--- src/rtl/pe_inj_queue_pkg.sv ---
// Shared definitions for the PE injection queue.
package pe_inj_queue_pkg;

    localparam int DEF_P_W   = 16;
    localparam int DEF_DEPTH = 4;
    localparam int DEF_CNT_W = 16;

    // Queue operation for one cycle, encoded as {push, pop}.
    typedef enum logic [1:0] {
        OP_IDLE = 2'b00,
        OP_POP  = 2'b01,
        OP_PUSH = 2'b10,
        OP_BOTH = 2'b11
    } fifo_op_e;

    // Occupancy needs one extra bit so that full and empty stay distinct.
    function automatic int occ_width(input int depth);
        return $clog2(depth) + 1;
    endfunction

endpackage

--- src/rtl/pe_inj_queue_fifo.sv ---
// First-word fall-through storage for the injection queue.
// Pointers wrap modulo DEPTH; the occupancy counter tells full from empty.
module pe_fifo
    import pe_inj_queue_pkg::*;
#(
    parameter int P_W   = DEF_P_W,
    parameter int DEPTH = DEF_DEPTH
) (
    input  logic                   clk,
    input  logic                   rst_n,
    input  logic                   push,
    input  logic                   pop,
    input  logic [P_W-1:0]         wr_data,
    output logic [P_W-1:0]         rd_data,
    output logic [$clog2(DEPTH):0] occupancy
);

    localparam int AW = $clog2(DEPTH);

    logic [P_W-1:0] mem_r [DEPTH];
    logic [AW-1:0]  wr_ptr_r;
    logic [AW-1:0]  rd_ptr_r;
    logic [AW:0]    occ_r;
    fifo_op_e       op_s;

    assign op_s = fifo_op_e'({push, pop});

    // Storage write; contents are deliberately left unreset.
    always_ff @(posedge clk) begin
        if (push) begin
            mem_r[wr_ptr_r] <= wr_data;
        end
    end

    // Pointer and occupancy bookkeeping.
    always_ff @(posedge clk or negedge rst_n) begin
        if (!rst_n) begin
            wr_ptr_r <= {AW{1'b0}};
            rd_ptr_r <= {AW{1'b0}};
            occ_r    <= {(AW+1){1'b0}};
        end else begin
            case (op_s)
                OP_PUSH: begin
                    wr_ptr_r <= wr_ptr_r + AW'(1);
                    occ_r    <= occ_r + (AW+1)'(1);
                end
                OP_POP: begin
                    rd_ptr_r <= rd_ptr_r + AW'(1);
                    occ_r    <= occ_r - (AW+1)'(1);
                end
                OP_BOTH: begin
                    wr_ptr_r <= wr_ptr_r + AW'(1);
                    rd_ptr_r <= rd_ptr_r + AW'(1);
                end
                default: begin
                    occ_r <= occ_r;
                end
            endcase
        end
    end

    assign rd_data   = mem_r[rd_ptr_r];
    assign occupancy = occ_r;

endmodule

--- src/rtl/pe_inj_queue.sv ---
// Injection queue between a torus PE and its Hoplite switch injection port.
// Self-addressed packets bypass the queue onto a one-cycle loopback port.
module pe_inj_queue
    import pe_inj_queue_pkg::*;
#(
    parameter int P_W   = DEF_P_W,
    parameter int X_AW  = 2,
    parameter int Y_AW  = 2,
    parameter int X_POS = 0,
    parameter int Y_POS = 0,
    parameter int DEPTH = DEF_DEPTH,
    parameter int CNT_W = DEF_CNT_W
) (
    input  logic                   clk,
    input  logic                   rst_n,
    input  logic [P_W-1:0]         pe_pkt,
    input  logic                   pe_vld,
    output logic                   pe_rdy,
    output logic [P_W-1:0]         sw_pkt,
    output logic                   sw_vld,
    input  logic                   sw_rdy,
    output logic [P_W-1:0]         lb_pkt,
    output logic                   lb_vld,
    output logic [$clog2(DEPTH):0] occupancy,
    output logic [CNT_W-1:0]       inj_cnt,
    output logic [CNT_W-1:0]       stall_cnt
);

    localparam int OCC_W = occ_width(DEPTH);

    logic [X_AW-1:0]  dest_x_s;
    logic [Y_AW-1:0]  dest_y_s;
    logic             self_s;
    logic             accept_s;
    logic             push_s;
    logic             pop_s;
    logic             stall_s;
    logic [P_W-1:0]   head_s;
    logic [OCC_W-1:0] occ_s;
    logic [P_W-1:0]   lb_pkt_r;
    logic             lb_vld_r;
    logic [CNT_W-1:0] inj_cnt_r;
    logic [CNT_W-1:0] stall_cnt_r;

    // Destination fields sit in the packet MSBs: {dest_x, dest_y, data}.
    assign dest_x_s = pe_pkt[P_W-1 -: X_AW];
    assign dest_y_s = pe_pkt[P_W-X_AW-1 -: Y_AW];
    assign self_s   = (dest_x_s == X_AW'(X_POS)) && (dest_y_s == Y_AW'(Y_POS));

    // Ready and valid come only from the occupancy register, never from sw_rdy.
    assign pe_rdy   = (occ_s != OCC_W'(DEPTH));
    assign sw_vld   = (occ_s != {OCC_W{1'b0}});
    assign accept_s = pe_vld & pe_rdy;
    assign push_s   = accept_s & ~self_s;
    assign pop_s    = sw_vld & sw_rdy;
    assign stall_s  = sw_vld & ~sw_rdy;

    pe_fifo #(
        .P_W   (P_W),
        .DEPTH (DEPTH)
    ) u_fifo (
        .clk       (clk),
        .rst_n     (rst_n),
        .push      (push_s),
        .pop       (pop_s),
        .wr_data   (pe_pkt),
        .rd_data   (head_s),
        .occupancy (occ_s)
    );

    // Present the head entry only while valid so stale storage never leaks out.
    always_comb begin
        sw_pkt = {P_W{1'b0}};
        if (sw_vld) begin
            sw_pkt = head_s;
        end else begin
            sw_pkt = {P_W{1'b0}};
        end
    end

    // Loopback register: one-cycle pulse carrying the self-addressed packet.
    always_ff @(posedge clk or negedge rst_n) begin
        if (!rst_n) begin
            lb_vld_r <= 1'b0;
            lb_pkt_r <= {P_W{1'b0}};
        end else begin
            lb_vld_r <= accept_s & self_s;
            if (accept_s && self_s) begin
                lb_pkt_r <= pe_pkt;
            end
        end
    end

    // Saturating injection and stall statistics.
    always_ff @(posedge clk or negedge rst_n) begin
        if (!rst_n) begin
            inj_cnt_r   <= {CNT_W{1'b0}};
            stall_cnt_r <= {CNT_W{1'b0}};
        end else begin
            if (pop_s && (inj_cnt_r != {CNT_W{1'b1}})) begin
                inj_cnt_r <= inj_cnt_r + CNT_W'(1);
            end
            if (stall_s && (stall_cnt_r != {CNT_W{1'b1}})) begin
                stall_cnt_r <= stall_cnt_r + CNT_W'(1);
            end
        end
    end

    assign lb_pkt    = lb_pkt_r;
    assign lb_vld    = lb_vld_r;
    assign occupancy = occ_s;
    assign inj_cnt   = inj_cnt_r;
    assign stall_cnt = stall_cnt_r;

endmodule

--- config.mk ---
export PLATFORM = sky130hd
export DESIGN_NAME = pe_inj_queue
export DESIGN_NICKNAME = d
export VERILOG_FILES = /design/src/rtl/pe_inj_queue_pkg.sv /design/src/rtl/pe_inj_queue_fifo.sv /design/src/rtl/pe_inj_queue.sv
export SDC_FILE = /design/constraint.sdc
export NUM_CORES = 1
export LEC_CHECK = 0
export CORE_MARGIN = 1
export CORE_UTILIZATION = 56
export DETAILED_ROUTE_END_ITERATION = 6
export PLACE_DENSITY = 0.84
export SLEW_MARGIN = 20
export SYNTH_ARGS = -nofsm -noshare
export SYNTH_HDL_FRONTEND = slang
export SYNTH_SLANG_ARGS = --single-unit
--- constraint.sdc ---
create_clock -name clk -period 6.45 [get_ports clk]
set_input_delay 1.29 -clock clk [delete_from_list [all_inputs] [get_ports clk]]
set_output_delay 1.29 -clock clk [all_outputs]
set_load 0.05 [all_outputs]
==> results.ini <==
[worst_setup_path]
path_depth=4
r2r_cells=10
cp-startpoint=u_fifo.occupancy[0]$_DFFE_PN0P_
critPathBufInv=2
critPathSlowestCell=clkdlybuf4s50_1
cp-start-kind=flop
critical_path_class=flop to primary output
r2r_start=u_fifo.occupancy[0]$_DFFE_PN0P_
cp_max_fo=17
cp-end-kind=primary output
cp_top_family=buffers and inverters
required_ns=5.16
critical_path.cell_chain=nor3_1 > inv_1 > and2_1 > clkdlybuf4s50_1
arrival_ns=2.95
max_stage_delay_ns=0.70

[cts]
hold_buffers=0
cts_buffer_depth=2
clock-root-buffer=clkbuf_8
cts_buffers=17
cts_tree=built
worstSkewPairLatency_ns=0.51
clkTransAtPathRegs_ns=0.06
postCtsSetupBuffers=0
cts_sinks=120
ctsHtreeMaxLevel=4
cts_resized=0

[detailed_routing]
viasPerCell=5.60
wl_per_cell_um=18.6
met1_length_mm=4.19
drcViolationCount=0
dr_wl_met3_um=447
routed_wl_mm=10.1
first_pass_iters=4
final_antenna_net_count=0
wl_met2_mm=5.33
dr_total_vias=3053
highest_layer=met4
dr.first_iter.drc_count=140

[hold_path]
min_path_cells=1
min_path_type=flop to flop
min_from=lb_pkt[12]$_DFFE_PN0P_

[yosys]
synth_compound_gate_area_share_pct=1.42
yosys.area_share.xor_xnor_pct=5.40
synth_top_area_share_pct=38.2
synth_top_area_cell=edfxtp_1
synth_area_mm2=0.00503
avgSynthCellArea_um2=15.6
syn_inst=322
ys_top_cells_by_area=edfxtp_1 (38%), dfrtp_1 (28%), mux4_2 (7.2%)
yosys.area_share.simple_pct=11.5
synth_top_family_by_area=multiplexers
synth-adder-area-share_pct=2.64
synthArstFlopShare_pct=46.7
synth_common_cells=edfxtp_1 (64), dfrtp_1 (56), and2_1 (26)
yosys_warnings=0
synthMuxAreaShare_pct=11.6
synth_edf_count=64
ys_seq_area_share_pct=66.1
yosysMostFrequentCell=edfxtp_1
synthFlopType=edfxtp_1
synth.ff_latch_count=120
synth_fp_nets=352
ys_types=35

[final_layout]
fillers=532
drive_gt1_share_pct=16.9
n_antenna_cell=0
postLayoutCoreUtil_pct=76.2
final_cell_area_mm2=0.00665
nNetsFinal=454
multiInputGateArea_mm2=0.00164
regArea_mm2=0.00332
area_delta_synth_final_pct=32.1

[power_and_ir_drop]
pwr-share-clk_pct=27.6
p_leak_nw=2.61
p_int_mw=2.15
combPwrFrac_pct=39.4
switching_share_pct=39.0
ir_drop_uv=413
switching_power_mw=1.37
powerDensity_mw_per_mm2=530
seq_power_share_pct=32.9

[run_status]
status=finished, final reports clean

[global_routing]
first_global_vias=3296
grt_usage_pct=23.7
antenna_found_initial=0
grt_pass1_wl_mm=16.8
overflow=0
grt_max_degree=57

[floorplanning]
core-area_mm2=0.00872
core.rowCount=34
ioPinCount=90
die_area_mm2=0.00937
initial_utilization_pct=57.7
fp.dieW_um=96.8
die_h_um=96.8

[placement]
io_buffers=89
place_ws_ns=2.57
placed_area_mm2=0.00603
routabilityCongestion=0.723
hpwlAfterDp_mm=6.29

[timing]
slew_violations=0
layout_min_cycle_time_ns=4.24
fin_ws_ns=2.21
rsz0062_at_grt=false
fmax_mhz=236
fin_worst_skew_ns=0.00895
fin_tns_setup_ns=0
post-route-period-util_pct=65.7
setup_viol=0
worst_pin_slew_ns=0.938
slew_headroom_pct=36.9
hold_violations=0
fin_hold_ws_ns=0.484

[job]
drv_cap=0

==> flip-flops by register name (all words and copies together), names as in the netlist <==
| name | flops |
|---|---|
| u_fifo.occupancy | 3 |
| lb_vld | 1 |
| stall_cnt | 16 |
| inj_cnt | 16 |
| u_fifo.rd_ptr_r | 2 |
| u_fifo.mem_r | 64 |
| u_fifo.wr_ptr_r | 2 |
| lb_pkt | 16 |
==> power groups by stage <==
stage | Combinational [mW] | Clock [mW] | Sequential (mW)
floorplan | 0.736 | 0 | 1.36
global placement | 1.36 | 0 | 1.16
detailed placement | 1.39 | 0 | 1.17
CTS | 1.40 | 0.983 | 1.16
global route | 1.46 | 1.02 | 1.19
finish | 1.39 | 0.974 | 1.16
==> cell usage in the layout (no fill, tap or decap), drive strengths merged, types with 14 or more instances in the layout <==
| master | Yosys | routed |
|---|---|---|
| xnor2 | 16 | 16 |
| clkbuf | 2 | 18 |
| inv | 11 | 14 |
| dfrtp | 56 | 56 |
| xor2 | 15 | 15 |
| mux4 | 16 | 16 |
| mux2 | 18 | 18 |
| edfxtp | 64 | 64 |
| and2 | 26 | 26 |
| clkdlybuf4s50 | 0 | 88 |
==> per-layer routing <==
layer  track usage (%)  vias up
li1                  -     1399
met1              28.8     1561
met2              40.3       79
met3              6.86       14
met4              8.96        0
met5                 0        -
==> through the flow <==
step           std cells  total power [mW]
5_1_grt              545              3.66
6_report             545              3.52
4_1_cts              545              3.55
3_5_place_dp         513              2.56
2_1_floorplan        322              2.10
3_3_place_gp         513              2.52
==> kinds of logic after synthesis <==
| family | Yosys count |
|---|---|
| compound gates | 9 |
| xor+xnor | 31 |
| fa+ha+maj | 10 |
| buf+inv | 18 |
| flops | 120 |
| mux | 36 |
| simple gates | 98 |
==> final cells by class <==
cell class | instances | area share (%)
clock buffer | 18 | 6.29
clock inverter | 14 | 2.96
inverter | 11 | 0.621
multi-input combinational | 184 | 24.6
sequential | 120 | 50.0
tap | 108 | 2.03
timing repair buffer | 90 | 13.4
==> final timing paths <==
path | endpoint | slack, ns
max | sw_pkt[15] | 2.21
min | lb_pkt[12]$_DFFE_PN0P_ | 0.48
max reg2reg | u_fifo.occupancy[2]$_DFFE_PN0P_ | 4.00
min reg2reg | lb_pkt[12]$_DFFE_PN0P_ | 0.48
max in group asynchronous | u_fifo.rd_ptr_r[0]$_DFFE_PN0P_ | 4.98
min in group asynchronous | lb_pkt[10]$_DFFE_PN0P_ | 0.92
No activity file was read; power rests on OpenSTA's default activity.
==> RTL edit 1: new RTL, config.mk and constraints unchanged <==
Put one more register stage on the output `inj_cnt`, with the module's reset. The value now appears one clock later. The other outputs are not delayed to match.
--- a/src/rtl/pe_inj_queue.sv
+++ b/src/rtl/pe_inj_queue.sv
@@ -110,5 +110,11 @@
     assign lb_vld    = lb_vld_r;
     assign occupancy = occ_s;
-    assign inj_cnt   = inj_cnt_r;
+    always_ff @(posedge clk or negedge rst_n) begin
+        if (!rst_n) begin
+            inj_cnt <= '0;
+        end else begin
+            inj_cnt <= inj_cnt_r;
+        end
+    end
     assign stall_cnt = stall_cnt_r;
 
Function: changed (a bounded check fails within 4 cycles, from zero or initial values and one cycle with rst_n low).
==> RTL edit 1 against the original RTL <==
- count of clock-buffer cells in the layout up 1
- maximum frequency rose by 5.8%
- power grew 2.6%
- design area is 6.5% higher
- sequential cell count rose by 16
- wire length is 0.68% higher
- area after synthesis up 8.6%
- worst setup slack gained 0.23 ns
- non-clock buffer count unchanged
- critical endpoint is now sw_pkt[14]
==> RTL edit 1: results (changes against the original RTL) <==
stage	metric	value	unit	change
detailed_routing	drtIter0Drc	161		was 140
synth	synth.area.top_cells	edfxtp_1 35%, dfrtp_1 33%, mux4_2 6.6%		was edfxtp_1 38%, dfrtp_1 28%, mux4_2 7.2%
sta	fin_skew	0.00741	ns	was 0.00895 ns
clock_network	ctsResizeCount	0		unchanged
placed_design	placed_area	6490	um2	was 6030 um2
detailed_routing	wl_per_cell	17.3	um	was 18.6 um
layout	post_route_cells_drive_above_1_share	0.168		was 0.169
placed_design	dp_worst_setup_slack	2.56	ns	was 2.57 ns
synth	synth_cell_types	42		was 35
global_routing	grt_pass1_wl	16.4	mm	was 16.8 mm
setup_path	crit_fanout	18		was 17
global_routing	grt_max_degree	73		was 57
global_routing	grt_usage	0.223		was 0.237
synth	synthFlopType	dfrtp_1		was edfxtp_1
global_routing	grt_pass1_vias	3287		was 3296
synth	ys_seq_area_frac	0.681		was 0.661
setup_path	crit_slowest_cell	dfrtp_2		was clkdlybuf4s50_1
clock_network	post-cts-setup-buffer-count	0		unchanged
layout	fin_nets	476		was 454
setup_path	ff2ff_path_depth	8		was 10
placed_design	gp_congestion	0.745		was 0.723
synth	synth_common_cells	72 x dfrtp_1, 64 x edfxtp_1, 18 x mux2_2		was 64 x edfxtp_1, 56 x dfrtp_1, 26 x and2_1
synth	syn_nets	376		was 352
sta	tightest_slew	0.908	ns	was 0.938 ns
setup_path	reg2reg_slack	3.95	ns	was 4.00 ns
power	swShare	0.387		was 0.390
layout	area_growth	29.5	%	was 32.1%
power	power_leakage	2.81	nW	was 2.61 nW
clock_network	cts_buffers	17		unchanged
min_path	holdPathStages	0		was 1
detailed_routing	num_vias	3198		was 3053
setup_path	arrival	2.72	ns	was 2.95 ns
placed_design	dpl.hpwl	6.41	mm	was 6.29 mm
power	ir_worst_vdd	0.371	mV	was 0.413 mV
setup_path	max_stage_delay	0.74	ns	was 0.70 ns
status	status	finished, final reports clean		unchanged
[RTL edit 1: cell count changes in the layout (fill, tap and decap cells not counted), moves of 3 or more]
cell / unedited run / this run
a21oi_1: 1 / 9
dfrtp_1: 55 / 71
and2_1: 26 / 11
nor2b_1: 0 / 16
xor2_1: 15 / 11
nor2_1: 11 / 8
[RTL edit 1: layout make-up]
class,instances,area (um2)
Clock inverter,13,145
Fill cell,602,2250
Tap cell,129,161
Timing Repair Buffer,90,896
Inverter,13,48.8
Multi-Input combinational cell,188,1660
Sequential cell,136,3720
Clock buffer,19,443
[RTL edit 1: logic make-up (layout without fill, tap and decap cells)]
family	count (synthesis)	in the layout	share of synthesized area
XOR/XNOR	27	27	0.0433
flip-flops	136	136	0.681
AND/OR/NAND/NOR	94	94	0.103
multiplexers	37	37	0.109
buffers and inverters	22	135	0.0160
AO/OA/AOI/OAI	20	20	0.0238
adder cells (fa/ha/maj)	10	10	0.0243
[RTL edit 1: critical path: cells and delay by family (launching register included)]
kind | cells | cell delay, ns
AND/OR/NAND/NOR | 1 | 0.15
flip-flops | 1 | 0.74
multiplexers | 1 | 0.59
buffers and inverters | 1 | 0.73
[RTL edit 1: power groups by stage]
stage	Clock (mW)	Sequential [mW]	Combinational, mW
floorplan	0	1.49	0.742
global placement	0	1.29	1.38
detailed placement	0	1.30	1.40
CTS	0.948	1.28	1.41
global route	0.986	1.31	1.47
finish	0.935	1.28	1.40
[RTL edit 1: worst max path at each step]
stage | start | to | slack, ns | depth (start not counted)
final | u_fifo.rd_ptr_r[0]$_DFFE_PN0P_ | sw_pkt[14] | 2.44 | 3
after global routing | u_fifo.rd_ptr_r[0]$_DFFE_PN0P_ | sw_pkt[12] | 2.31 | 3
after CTS | u_fifo.rd_ptr_r[0]$_DFFE_PN0P_ | sw_pkt[12] | 2.04 | 3
after detailed placement | u_fifo.rd_ptr_r[0]$_DFFE_PN0P_ | sw_pkt[10] | 2.56 | 3
after global placement | u_fifo.rd_ptr_r[0]$_DFFE_PN0P_ | sw_pkt[10] | 2.59 | 3
after floorplan | u_fifo.occupancy[0]$_DFFE_PN0P_ | sw_pkt[10] | 3.11 | 4
[RTL edit 1: per-stage QoR]
step	power, mW	instances	hold WS, ns
after global routing	3.77	588	0.450
final	3.61	588	0.430
after detailed placement	2.70	556	0.414
after global placement	2.67	556	0.415
after CTS	3.64	588	0.434
after floorplan	2.24	346	0.392
[RTL edit 1: per-layer routing]
layer,wire length [um],GRT usage,up-vias
met5,0,0,-
met4,91,0.0736,0
met3,350,0.0527,8
met2,5440,0.386,80
met1,4320,0.278,1627
li1,-,-,1483
==> RTL edit 2: new RTL, config.mk and constraints unchanged <==
Without the edit above. Change the package constant `DEF_CNT_W` from 16 to 32.
--- a/src/rtl/pe_inj_queue_pkg.sv
+++ b/src/rtl/pe_inj_queue_pkg.sv
@@ -4,5 +4,5 @@
     localparam int DEF_P_W   = 16;
     localparam int DEF_DEPTH = 4;
-    localparam int DEF_CNT_W = 16;
+    localparam int DEF_CNT_W = 32;
 
     // Queue operation for one cycle, encoded as {push, pop}.
Interface: changed (resized inj_cnt and stall_cnt); port bits go from 90 to 122. The function was not compared with the original's and may differ.
==> RTL edit 2 against the original RTL <==
- sequential cell count up 32
- design area grew 28%
- worst setup slack better by 0.34 ns
- hold slack lost 0.0029 ns
- area after synthesis is 31% higher
- power increased by 2.9%
- final cell count rose by 40%
- count of clock-buffer cells in the layout is 1 higher
- sequential power up 17%
- register-to-register slack got worse by 0.21 ns
- critical path depth fell by 1
- wire length rose by 37%
- critical endpoint is now sw_pkt[13]
==> RTL edit 2: results (changes against the original RTL) <==
stage	metric	value	unit	change
power	p_seq_frac	0.374		was 0.329
detailed_routing	num_vias	4279		was 3053
power	pg_seq	1.36	mW	was 1.16 mW
power	pg_clk	874	uW	was 974 uW
synth	synth.area.top_cells	dfrtp_1 33%, edfxtp_1 29%, xnor2_1 6.2%		was edfxtp_1 38%, dfrtp_1 28%, mux4_2 7.2%
global_routing	grt.met2_usage	0.405		was 0.403
synth	async_flop_share	0.579		was 0.467
clock_network	clk_latency	0.41	ns	was 0.51 ns
detailed_routing	wl_met1	5.92	mm	was 4.19 mm
synth	syn_area_per_cell	13.9	um2	was 15.6 um2
global_routing	grt_max_degree	82		was 57
setup_path	max_stage_delay	0.73	ns	was 0.70 ns
synth	synth_cell_types	39		was 35
synth	ys_seq_area_frac	0.624		was 0.661
placed_design	portBuffers	121		was 89
global_routing	grt_usage	0.242		was 0.237
synth	syn_nets	504		was 352
placed_design	placed_area	7960	um2	was 6030 um2
global_routing	grt_pass1_vias	4445		was 3296
setup_path	crit_slowest_cell	dfrtp_2		was clkdlybuf4s50_1
power	power_leakage	3.34	nW	was 2.61 nW
global_routing	grt_pass1_wl	22.8	mm	was 16.8 mm
setup_path	cp_top_family	flip-flops		was buffers and inverters
layout	fin_nets	636		was 454
status	status	finished, final reports clean		unchanged
synth	synth_common_cells	88 x dfrtp_1, 64 x edfxtp_1, 47 x xnor2_1		was 64 x edfxtp_1, 56 x dfrtp_1, 26 x and2_1
detailed_routing	wl_per_cell	18.2	um	was 18.6 um
setup_path	crit_fanout	18		was 17
global_routing	met3_usage	0.0637		was 0.0686
placed_design	dpl.hpwl	9.43	mm	was 6.29 mm
power	ir_worst_vdd	0.405	mV	was 0.413 mV
## RTL edit 2: cell types whose count changed in the layout (fill, tap and decap cells not counted), moves of 4 or more
cell	delta
xnor2_1	+31
and3_1	+11
clkinv_1	+4
dfrtp_1	+32
and4_1	+6
clkdlybuf4s50_1	+32
nand3_1	+20
nand4_1	+15
a31oi_1	+6
nor2_1	+7
nand2_1	+14
## RTL edit 2: area by class of cell
class | instances | area [um2]
flip-flops and latches | 152 | 4130
fillers | 756 | 2980
multi-input cells | 302 | 2400
repair buffers | 122 | 1220
clock buffers | 19 | 433
well taps | 143 | 179
clock inverters | 12 | 86.3
inverters | 11 | 41.3
## RTL edit 2: kinds of logic (layout without fill, tap and decap cells)
kind of cell,count (synthesis),after routing,synth area share
AND/OR/NAND/NOR,182,182,0.159
flip-flops,152,152,0.624
XOR/XNOR,62,62,0.0822
multiplexers,34,34,0.0848
buffers and inverters,20,164,0.0121
AO/OA/AOI/OAI,14,14,0.0170
adder cells (fa/ha/maj),10,10,0.0201
## RTL edit 2: path summary, 6_finish.rpt
kind                                            startpoint  slack [ns]                         endpoint
setup / recovery            u_fifo.rd_ptr_r[0]$_DFFE_PN0P_        2.55                       sw_pkt[13]
hold / removal                      lb_pkt[12]$_DFFE_PN0P_        0.48           lb_pkt[12]$_DFFE_PN0P_
setup reg to reg           u_fifo.occupancy[0]$_DFFE_PN0P_        3.79  u_fifo.occupancy[2]$_DFFE_PN0P_
hold reg to reg                     lb_pkt[12]$_DFFE_PN0P_        0.48           lb_pkt[12]$_DFFE_PN0P_
max in group asynchronous                            rst_n        4.78   u_fifo.rd_ptr_r[0]$_DFFE_PN0P_
min in group asynchronous                            rst_n        0.70            lb_pkt[0]$_DFFE_PN0P_
